--- config.mk ---
export PLATFORM = sky130hd
export DESIGN_NAME = aes_round_stage
export DESIGN_NICKNAME = d
export VERILOG_FILES = /design/src/rtl/aes_pkg.sv /design/src/rtl/aes_key_expand_word.sv /design/src/rtl/aes_round_stage.sv
export SDC_FILE = /design/constraint.sdc
export NUM_CORES = 1
export LEC_CHECK = 0
export CAP_MARGIN = 20
export CORE_AREA = 2 2 318 320
export CTS_CLUSTER_SIZE = 20
export DETAILED_ROUTE_END_ITERATION = 16
export DIE_AREA = 0 0 320 322
export HOLD_SLACK_MARGIN = 0.06
export SLEW_MARGIN = 20
export SYNTH_ARGS = -nofsm -noshare
export SYNTH_HDL_FRONTEND = slang
export SYNTH_SLANG_ARGS = --single-unit
--- constraint.sdc ---
create_clock -name clk -period 11.7 [get_ports clk]
set_input_delay 1.17 -clock clk [delete_from_list [all_inputs] [get_ports clk]]
set_output_delay 1.17 -clock clk [all_outputs]
set_load 0.02 [all_outputs]
--- src/rtl/aes_pkg.sv ---
// Shared AES-128 types, constants and GF(2^8) helpers for the round stage
// and key-expansion logic.
package aes_pkg;

  localparam int unsigned AES_BLOCK_W = 128;
  localparam int unsigned AES_WORD_W  = 32;
  localparam int unsigned AES_BYTE_W  = 8;
  localparam int unsigned AES_CNT_W   = 4;

  localparam logic [AES_BYTE_W-1:0] AES_RCON_INIT = 8'h01;
  localparam logic [AES_BYTE_W-1:0] AES_RCON_LAST = 8'h36;
  localparam logic [AES_BYTE_W-1:0] AES_GF_POLY   = 8'h1B;

  typedef logic [AES_BLOCK_W-1:0] aes_state_t;
  typedef logic [AES_WORD_W-1:0]  aes_word_t;
  typedef logic [AES_BYTE_W-1:0]  aes_byte_t;

  // Round key viewed as four words, w0 in the most significant position
  typedef struct packed {
    aes_word_t w0;
    aes_word_t w1;
    aes_word_t w2;
    aes_word_t w3;
  } aes_key_words_t;

  typedef enum logic [1:0] {
    ST_IDLE  = 2'd0,
    ST_ROUND = 2'd1,
    ST_HOLD  = 2'd2
  } aes_fsm_e;

  // Multiply by x in GF(2^8) modulo x^8+x^4+x^3+x+1
  function automatic aes_byte_t xtime(input aes_byte_t b);
    return {b[6:0], 1'b0} ^ (b[7] ? AES_GF_POLY : 8'h00);
  endfunction

endpackage

--- src/rtl/aes_key_expand_word.sv ---
// Combinational AES-128 round-key step: folds the upstream
// SubWord(RotWord(w3)) ^ Rcon word through the four key words.
module aes_key_expand_word
  import aes_pkg::*;
(
  input  logic [AES_BLOCK_W-1:0] i_key,
  input  logic [AES_WORD_W-1:0]  i_key_word,
  output logic [AES_BLOCK_W-1:0] o_next_key_c
);

  aes_key_words_t w_cur;
  aes_key_words_t w_nxt;

  assign w_cur = aes_key_words_t'(i_key);

  // Each new word chains off the previous new word
  assign w_nxt.w0 = w_cur.w0 ^ i_key_word;
  assign w_nxt.w1 = w_cur.w1 ^ w_nxt.w0;
  assign w_nxt.w2 = w_cur.w2 ^ w_nxt.w1;
  assign w_nxt.w3 = w_cur.w3 ^ w_nxt.w2;

  assign o_next_key_c = AES_BLOCK_W'(w_nxt);

endmodule

--- src/rtl/aes_round_stage.sv ---
// Iterative AES-128 round register: whitening on load, AddRoundKey and
// key-schedule completion each round, ciphertext held on a valid/ready port.
module aes_round_stage
  import aes_pkg::*;
#(
  parameter int unsigned NUM_ROUNDS = 10
) (
  input  logic                   clk,
  input  logic                   rst,
  input  logic                   load_valid,
  output logic                   load_ready,
  input  logic [AES_BLOCK_W-1:0] pt,
  input  logic [AES_BLOCK_W-1:0] key,
  output logic                   round_valid,
  output logic [AES_BLOCK_W-1:0] state_q,
  output logic [AES_BLOCK_W-1:0] key_q,
  output logic [AES_BYTE_W-1:0]  rcon_q,
  input  logic                   mix_valid,
  input  logic [AES_BLOCK_W-1:0] mix_state,
  input  logic [AES_WORD_W-1:0]  key_word,
  output logic                   ct_valid,
  input  logic                   ct_ready,
  output logic [AES_BLOCK_W-1:0] ct,
  output logic                   empty
);

  localparam logic [AES_CNT_W-1:0] LAST_ROUND = AES_CNT_W'(NUM_ROUNDS);

  aes_fsm_e               r_fsm;
  logic [AES_BLOCK_W-1:0] r_state;
  logic [AES_BLOCK_W-1:0] r_key;
  logic [AES_BYTE_W-1:0]  r_rcon;
  logic [AES_CNT_W-1:0]   r_round_cnt;
  logic                   r_load_ready;
  logic                   r_round_valid;
  logic                   r_ct_valid;
  logic                   r_empty;

  logic [AES_BLOCK_W-1:0] w_next_key;

  aes_key_expand_word u_key_expand (
    .i_key        (r_key),
    .i_key_word   (key_word),
    .o_next_key_c (w_next_key)
  );

  // Round loop; handshake flags are registered alongside the state
  always_ff @(posedge clk or posedge rst) begin
    if (rst) begin
      r_fsm         <= ST_IDLE;
      r_state       <= '0;
      r_key         <= '0;
      r_rcon        <= '0;
      r_round_cnt   <= '0;
      r_load_ready  <= 1'b1;
      r_round_valid <= 1'b0;
      r_ct_valid    <= 1'b0;
      r_empty       <= 1'b1;
    end else begin
      case (r_fsm)
        ST_IDLE: begin
          if (load_valid) begin
            r_state       <= pt ^ key;
            r_key         <= key;
            r_rcon        <= AES_RCON_INIT;
            r_round_cnt   <= AES_CNT_W'(1);
            r_fsm         <= ST_ROUND;
            r_load_ready  <= 1'b0;
            r_empty       <= 1'b0;
            r_round_valid <= 1'b1;
          end
        end
        ST_ROUND: begin
          if (mix_valid) begin
            r_key   <= w_next_key;
            r_state <= mix_state ^ w_next_key;
            if (r_round_cnt == LAST_ROUND) begin
              r_fsm         <= ST_HOLD;
              r_round_valid <= 1'b0;
              r_ct_valid    <= 1'b1;
            end else begin
              r_round_cnt <= r_round_cnt + AES_CNT_W'(1);
              r_rcon      <= xtime(r_rcon);
            end
          end
        end
        ST_HOLD: begin
          // State and key are left in place after the handshake
          if (ct_ready) begin
            r_fsm        <= ST_IDLE;
            r_ct_valid   <= 1'b0;
            r_load_ready <= 1'b1;
            r_empty      <= 1'b1;
          end
        end
        default: begin
          r_fsm         <= ST_IDLE;
          r_load_ready  <= 1'b1;
          r_round_valid <= 1'b0;
          r_ct_valid    <= 1'b0;
          r_empty       <= 1'b1;
        end
      endcase
    end
  end

  assign load_ready  = r_load_ready;
  assign round_valid = r_round_valid;
  assign ct_valid    = r_ct_valid;
  assign empty       = r_empty;
  assign state_q     = r_state;
  assign key_q       = r_key;
  assign rcon_q      = r_rcon;
  assign ct          = r_state;

endmodule

==> results.toml, run 1 <==
[floorplan]
dieArea_sq_mm = 0.103
core-area_sq_mm = 0.0996
boundaryPins = 817
die_w_um = 320
die_h_um = 322
start_util = 0.192
rows = 116

[clock_tree]
cts_sinks = 273
clk_pin_slew_ns = 0.05
clock_path_buffers = 3
cts_made_buffers = 37
htreeDepth = 2
cts_tree = "built"
post_cts_buffers = 0
ctsHoldBuffers = 0
cts_resized = 0
clockRootBuffer = "clkbuf_16"
clkLatencyLatePin_ns = 0.56

[placed_design]
dpl_cell_area_sq_mm = 0.0276
dp_hpwl_mm = 62.4
gp_congestion = 0.874
io_buffer_count = 816

[timing]
hold_viol_final = 0
skew_ns = 0.0206
rsz0062_at_grt = "false"
finalCritPeriodShare = 0.336
maxSlewHeadroom = 0.300
fmax_mhz = 255
finalSetupViolCount = 0
fin_crit_ns = 3.93
maxSlewViolCount = 0
tns_ns = 0
tightest_slew_ns = 1.05
finalHoldWorstSlack_ns = 0.494

[outcome]
status = "completed"

[synth]
synth-seq-cells = 273
syn_nets = 2361
yosys.area.top_type = "dfrtp_1"
yosys-top-cells-area = "dfrtp_1 (36%), xnor2_1 (9.1%), xnor3_1 (7.6%)"
synth_edf_count = 0
ys_warn_count = 0
syn_avg_cell_area_sq_um = 9.85
synth.most_common_cell = "dfrtp_1"
synthFlopType = "dfrtp_1"
synth_top_area_frac = 0.357
synth.cell_area_sq_mm = 0.0191
ys_types = 42
synthCells = 1938
ys_top_cells_by_count = "dfrtp_1 (272), o21ai_0 (261), nand2_1 (256)"
synth_async_sr_flop_share = 1.00
ys_seq_area_frac = 0.358

[drt]
highest_layer = "met5"
drtPass1Iterations = 5
vias_per_cell = 4.28
dr_wl_met2_mm = 37.2
num_vias = 16600
drc_errors = 0
post_drt_wl_per_cell_um = 21.2
drtAntennaViolNets = 0
wl_met1_mm = 36.4
drt-total-wl_mm = 82.3
drtIter0Drc = 1070
wl_met3_mm = 6.51

[grt]
grt_usage = 0.151
grt_first_pass_wirelength_mm = 115
grt_pass1_vias = 16200
grt_max_degree = 204
grt-ovfl-total = 0
antenna_found_initial = 7

[worst_setup_path]
worstSetupStartpoint = "load_valid"
start_kind = "input port"
cp_slowest_cell = "buf_4"
cp_num_buf_inv = 3
cp.required_ns = 12.13
crit_type = "in -> reg"
worst_path_most_repeated_cell = "buf_4"
path_delay_family = "buffers and inverters"
path_cells = "clkdlybuf4s50_1, mux2i_1, or2_4, buf_4, buf_4, nor2_1, o22a_1"
slowest_delay_ns = 0.79
end_kind = "flip-flop"
timing.rr.start = "r_fsm[0]"
worstPathMaxFanout = 94
crit_arrival_ns = 4.36

[cells_and_area]
seqCellArea_sq_mm = 0.00684
fillCellCount = 10500
area_growth_pct = 50.8
layout.nets = 2981
layout-drive-gt1-share = 0.0495
final_area_sq_mm = 0.0288
multiInputGateArea_sq_mm = 0.0108

[pwr]
cellPowerDensity_mw_per_mm2 = 339
leakage_uw = 0.0118
vdd_ir_drop_max_uv = 158

[hold_path]
hold_start = "ct[100]"
hp-class = "reg -> reg"

[job]
drv_cap = 0
-- where the power goes --
part | internal [uW] | switching, uW | leakage, uW | total [uW]
registers | 1450 | 684 | 0.00325 | 2130
clock network | 676 | 470 | 0.000595 | 1150
logic | 3320 | 3170 | 0.00800 | 6490
total | 5450 | 4320 | 0.0118 | 9770
-- cell usage in the layout (no fill, tap or decap), types with 2 or more instances in the layout --
cell type,count
inv_1,2
dfrtp_1,271
o211ai_1,28
clkbuf_16,39
a31oi_1,28
mux2i_1,33
buf_4,15
clkinv_2,6
a21oi_2,4
clkdlybuf4s50_1,816
o21ai_1,5
nand2b_1,5
xnor3_1,64
clkinvlp_4,2
xnor2_1,199
nor2_1,167
nor3_1,2
nand3_1,6
xor3_1,28
buf_12,2
a21oi_1,42
o22a_1,61
o21ai_0,261
o31ai_1,2
xor3_2,32
nand2_1,256
clkbuf_8,11
nor3b_1,32
xor2_1,65
clkbuf_1,6
diode_2,5
ha_1,2
o22ai_1,32
a22o_1,4
a32o_1,32
a2bb2oi_2,7
-- worst register-to-register path: cells and delay by family (launching register included) --
family / cells / cell delay (ns)
AOI/OAI and AO/OA: 1 / 0.21
buffers and inverters: 2 / 1.39
DFF: 1 / 0.79
muxes: 1 / 0.50
and+or+nand+nor: 2 / 0.65
-- metal layers --
layer	vias to the layer above	track usage
li1	7828	-
met1	8038	0.202
met2	646	0.238
met3	100	0.0412
met4	6	0.0453
met5	-	0
-- registers in the layout, summed over array words and instances (netlist names) --
| register | cells |
|---|---|
| ct_valid | 1 |
| ct | 128 |
| r_fsm | 2 |
| key_q | 128 |
| r_round_cnt | 4 |
| rcon_q | 8 |
| empty | 1 |
| round_valid | 1 |
-- path summary, 6_finish.rpt --
kind                              to  slack [ns]  cells after the start
min in group asynchronous    ct[123]        1.18                      2
setup / recovery           key_q[42]        7.77                      7
setup reg to reg           key_q[42]        8.03                      6
max in group asynchronous     ct[17]        8.37                      4
hold reg to reg              ct[100]        0.49                      2
hold / removal               ct[100]        0.49                      2
-- through the flow --
stage               cells  total power (uW)  utilization  setup WS (ns)
finish               3887              9770        0.289           7.77
global route         3884             10400        0.289           7.59
CTS                  3882              9890        0.289           7.86
detailed placement   3817              8680        0.277           7.24
global placement     3817              8620        0.277           7.28
floorplan            1938              6280            -           3.01
-- cells by family after synthesis --
kind of cell               synth area share
AOI/OAI and AO/OA                     0.167
adders and majority gates           0.00131
buffers and inverters                0.0799
DFF                                   0.358
muxes                                0.0173
xor gates and xnor gates              0.274
and+or+nand+nor                       0.103
-- cell type report --
class                           instances  share of cell area
Clock inverter                          9             0.00187
Antenna cell                            5            0.000435
Timing Repair Buffer                  833               0.289
Inverter                                4            0.000783
Multi-Input combinational cell       1409               0.374
Tap cell                             1298              0.0564
Clock buffer                           56              0.0400
Sequential cell                       273               0.238
Power figures use the tool's default switching activity.
==> run 2: changes to the inputs <==
clock period = 3.7 ns   (was 11.7 ns; I/O delays follow)
==> run 2 against run 1 <==
  * Critical path depth decreased by 6
  * Clock-buffer cell count increased by 2
  * Setup slack got worse by 6.5 ns
  * First-iteration DRC count increased by 11%
  * Clock skew increased by 0.00059 ns
  * Routed wire length increased by 3.3%
  * Via count increased by 2.7%
  * Flip-flop and latch count unchanged
  * Core utilization increased by 0.53 points
  * Power increased to 3.3 times the previous value
  * Non-clock buffer count increased by 25
  * Critical endpoint is now key_q[36]
  * Largest cell class unchanged
  * Highest routed layer unchanged
==> results.toml, run 2 (synthesized netlist as in run 1, its figures left out) <==
[worst_setup_path]
start_kind = "flip-flop"
path_delay_family = "flip-flops"
slowest_delay_ns = 0.75
r2r_cells = 6
crit_cells = 1
cp_num_buf_inv = 1
worstPathMaxFanout = 6
r2r_setup_slack_ns = 1.36
worstSetupEndpoint = "key_q[36]"
r2r-end = "key_q[96]"
cp_slowest_cell = "dfrtp_1"
end_kind = "output pin"
path_cells = "clkdlybuf4s50_1"
crit_arrival_ns = 2.05
crit_type = "reg -> out"
worstSetupStartpoint = "key_q[36]"
cp.required_ns = 3.33
timing.rr.start = "r_fsm[0]"

[placed_design]
dp_hpwl_mm = 65.8
gp_congestion = 0.885
io_buffer_count = 816
dp_cells = 3842

[cells_and_area]
layout_common_cells = "clkdlybuf4s50_1 (816), dfrtp_1 (271), o21ai_0 (261)"
final_common_cell = "clkdlybuf4s50_1"
area_growth_pct = 53.5
final_cells = 3920
layout-drive-gt1-share = 0.0597
layout.nets = 3007
fillCellCount = 10400

[grt]
grt_usage = 0.158
grt_pass1_vias = 17000
grt_first_pass_wirelength_mm = 120
grt-ovfl-total = 0
grt_max_degree = 112
antenna_found_initial = 11

[timing]
tightest_slew_ns = 0.988
maxSlewViolCount = 0
maxSlewHeadroom = 0.342
fmax_mhz = 414
hold_viol_final = 0
finalCritPeriodShare = 0.653
finalSetupViolCount = 0
skew_ns = 0.0212
fin_crit_ns = 2.42
rsz0062_at_grt = "false"

[pwr]
pwr-share-clk = 0.131
seqPwrFrac = 0.210
leakage_uw = 0.0121
power_uw = 31800
swShare = 0.436
cellPowerDensity_mw_per_mm2 = 1080
combPwrFrac = 0.659
vdd_ir_drop_max_uv = 476
p_sw_uw = 13900
intPower_uw = 17900

[drt]
post_drt_wl_per_cell_um = 21.7
drtAntennaViolNets = 0
drtIter0Drc = 1185
num_vias = 17100
drc_errors = 0
drtPass1Iterations = 5
drt-total-wl_mm = 85.0
vias_per_cell = 4.35

[floorplan]
die_w_um = 320
dieArea_sq_mm = 0.103
core-area_sq_mm = 0.0996
start_util = 0.192
die_h_um = 322
rows = 116
boundaryPins = 817

[clock_tree]
cts_resized = 0
htreeDepth = 2
clkLatencyLatePin_ns = 0.57
clk_pin_slew_ns = 0.06
clockRootBuffer = "clkbuf_16"
cts_sinks = 273
post_cts_buffers = 0
clock_path_buffers = 3
cts_made_buffers = 38
ctsHoldBuffers = 0
cts_tree = "built"

[outcome]
status = "completed"

[hold_path]
hp-class = "in -> async"

[job]
drv_cap = 0
[run 2: cell types whose count changed in the layout (fill, tap and decap cells not counted), moves of 2 or more]
cell and delta:
buf_12 +11, bufinv_16 +6, clkbuf_16 +2, buf_4 +14, diode_2 +4
[run 2: worst reg2reg max path, stage by stage (launching register included)]
cell and delay, ns:
dfrtp_4 0.53, mux2i_1 0.41, or2_4 0.49, buf_12 0.26
buf_4 0.35, o21ai_0 0.14, o21ai_1 0.08
[run 2: area by class of cell]
cell class / instances / area (sq um) / area share
clock buffers: 58 / 1190 / 0.0406
inverters: 4 / 18.8 / 0.000641
diodes: 9 / 22.5 / 0.000769
flip-flops and latches: 273 / 6840 / 0.233
clock inverters: 11 / 205 / 0.00700
repair buffers: 858 / 8650 / 0.295
multi-input cells: 1409 / 10800 / 0.367
well taps: 1298 / 1620 / 0.0554
[run 2: metal layers]
layer	part of all wire	track usage	routed length (um)
met1	0.44	0.209	37100
met2	0.46	0.254	39400
met3	0.075	0.0411	6370
met4	0.024	0.0432	2010
met5	0.00026	0	22
[run 2: how the worst min path moves through the flow]
stage	startpoint	end	slack, ns	depth (start not counted)
2_1_floorplan	ct_ready	r_fsm[1]	0.46	1
3_3_place_gp	ct[101]	ct[101]	0.47	2
3_5_place_dp	ct[101]	ct[101]	0.48	2
4_1_cts	rst	ct[96]	0.15	2
5_1_grt	rst	ct[127]	0.18	2
6_report	rst	ct[96]	0.19	2
[run 2: power by group through the flow]
stage | combinational (uW) | clock [uW] | sequential, uW
finish | 20900 | 4150 | 6680
CTS | 21100 | 4280 | 6700
global route | 22500 | 4370 | 6910
detailed placement | 21100 | 0 | 6720
floorplan | 12100 | 0 | 7760
global placement | 20900 | 0 | 6700
[run 2: per-stage QoR]
stage                     setup WS [ns]  area (sq um)   util  hold slack [ns]  TNS [ns]
after global routing               1.21         29300  0.294            0.185         0
after CTS                          1.22         29300  0.294            0.154         0
final                              1.28         29300  0.294            0.185         0
after detailed placement           1.01         27900  0.280            0.481         0
after floorplan                  -0.279         19100      -            0.456    -75.78
after global placement             1.06         27900  0.280            0.474         0
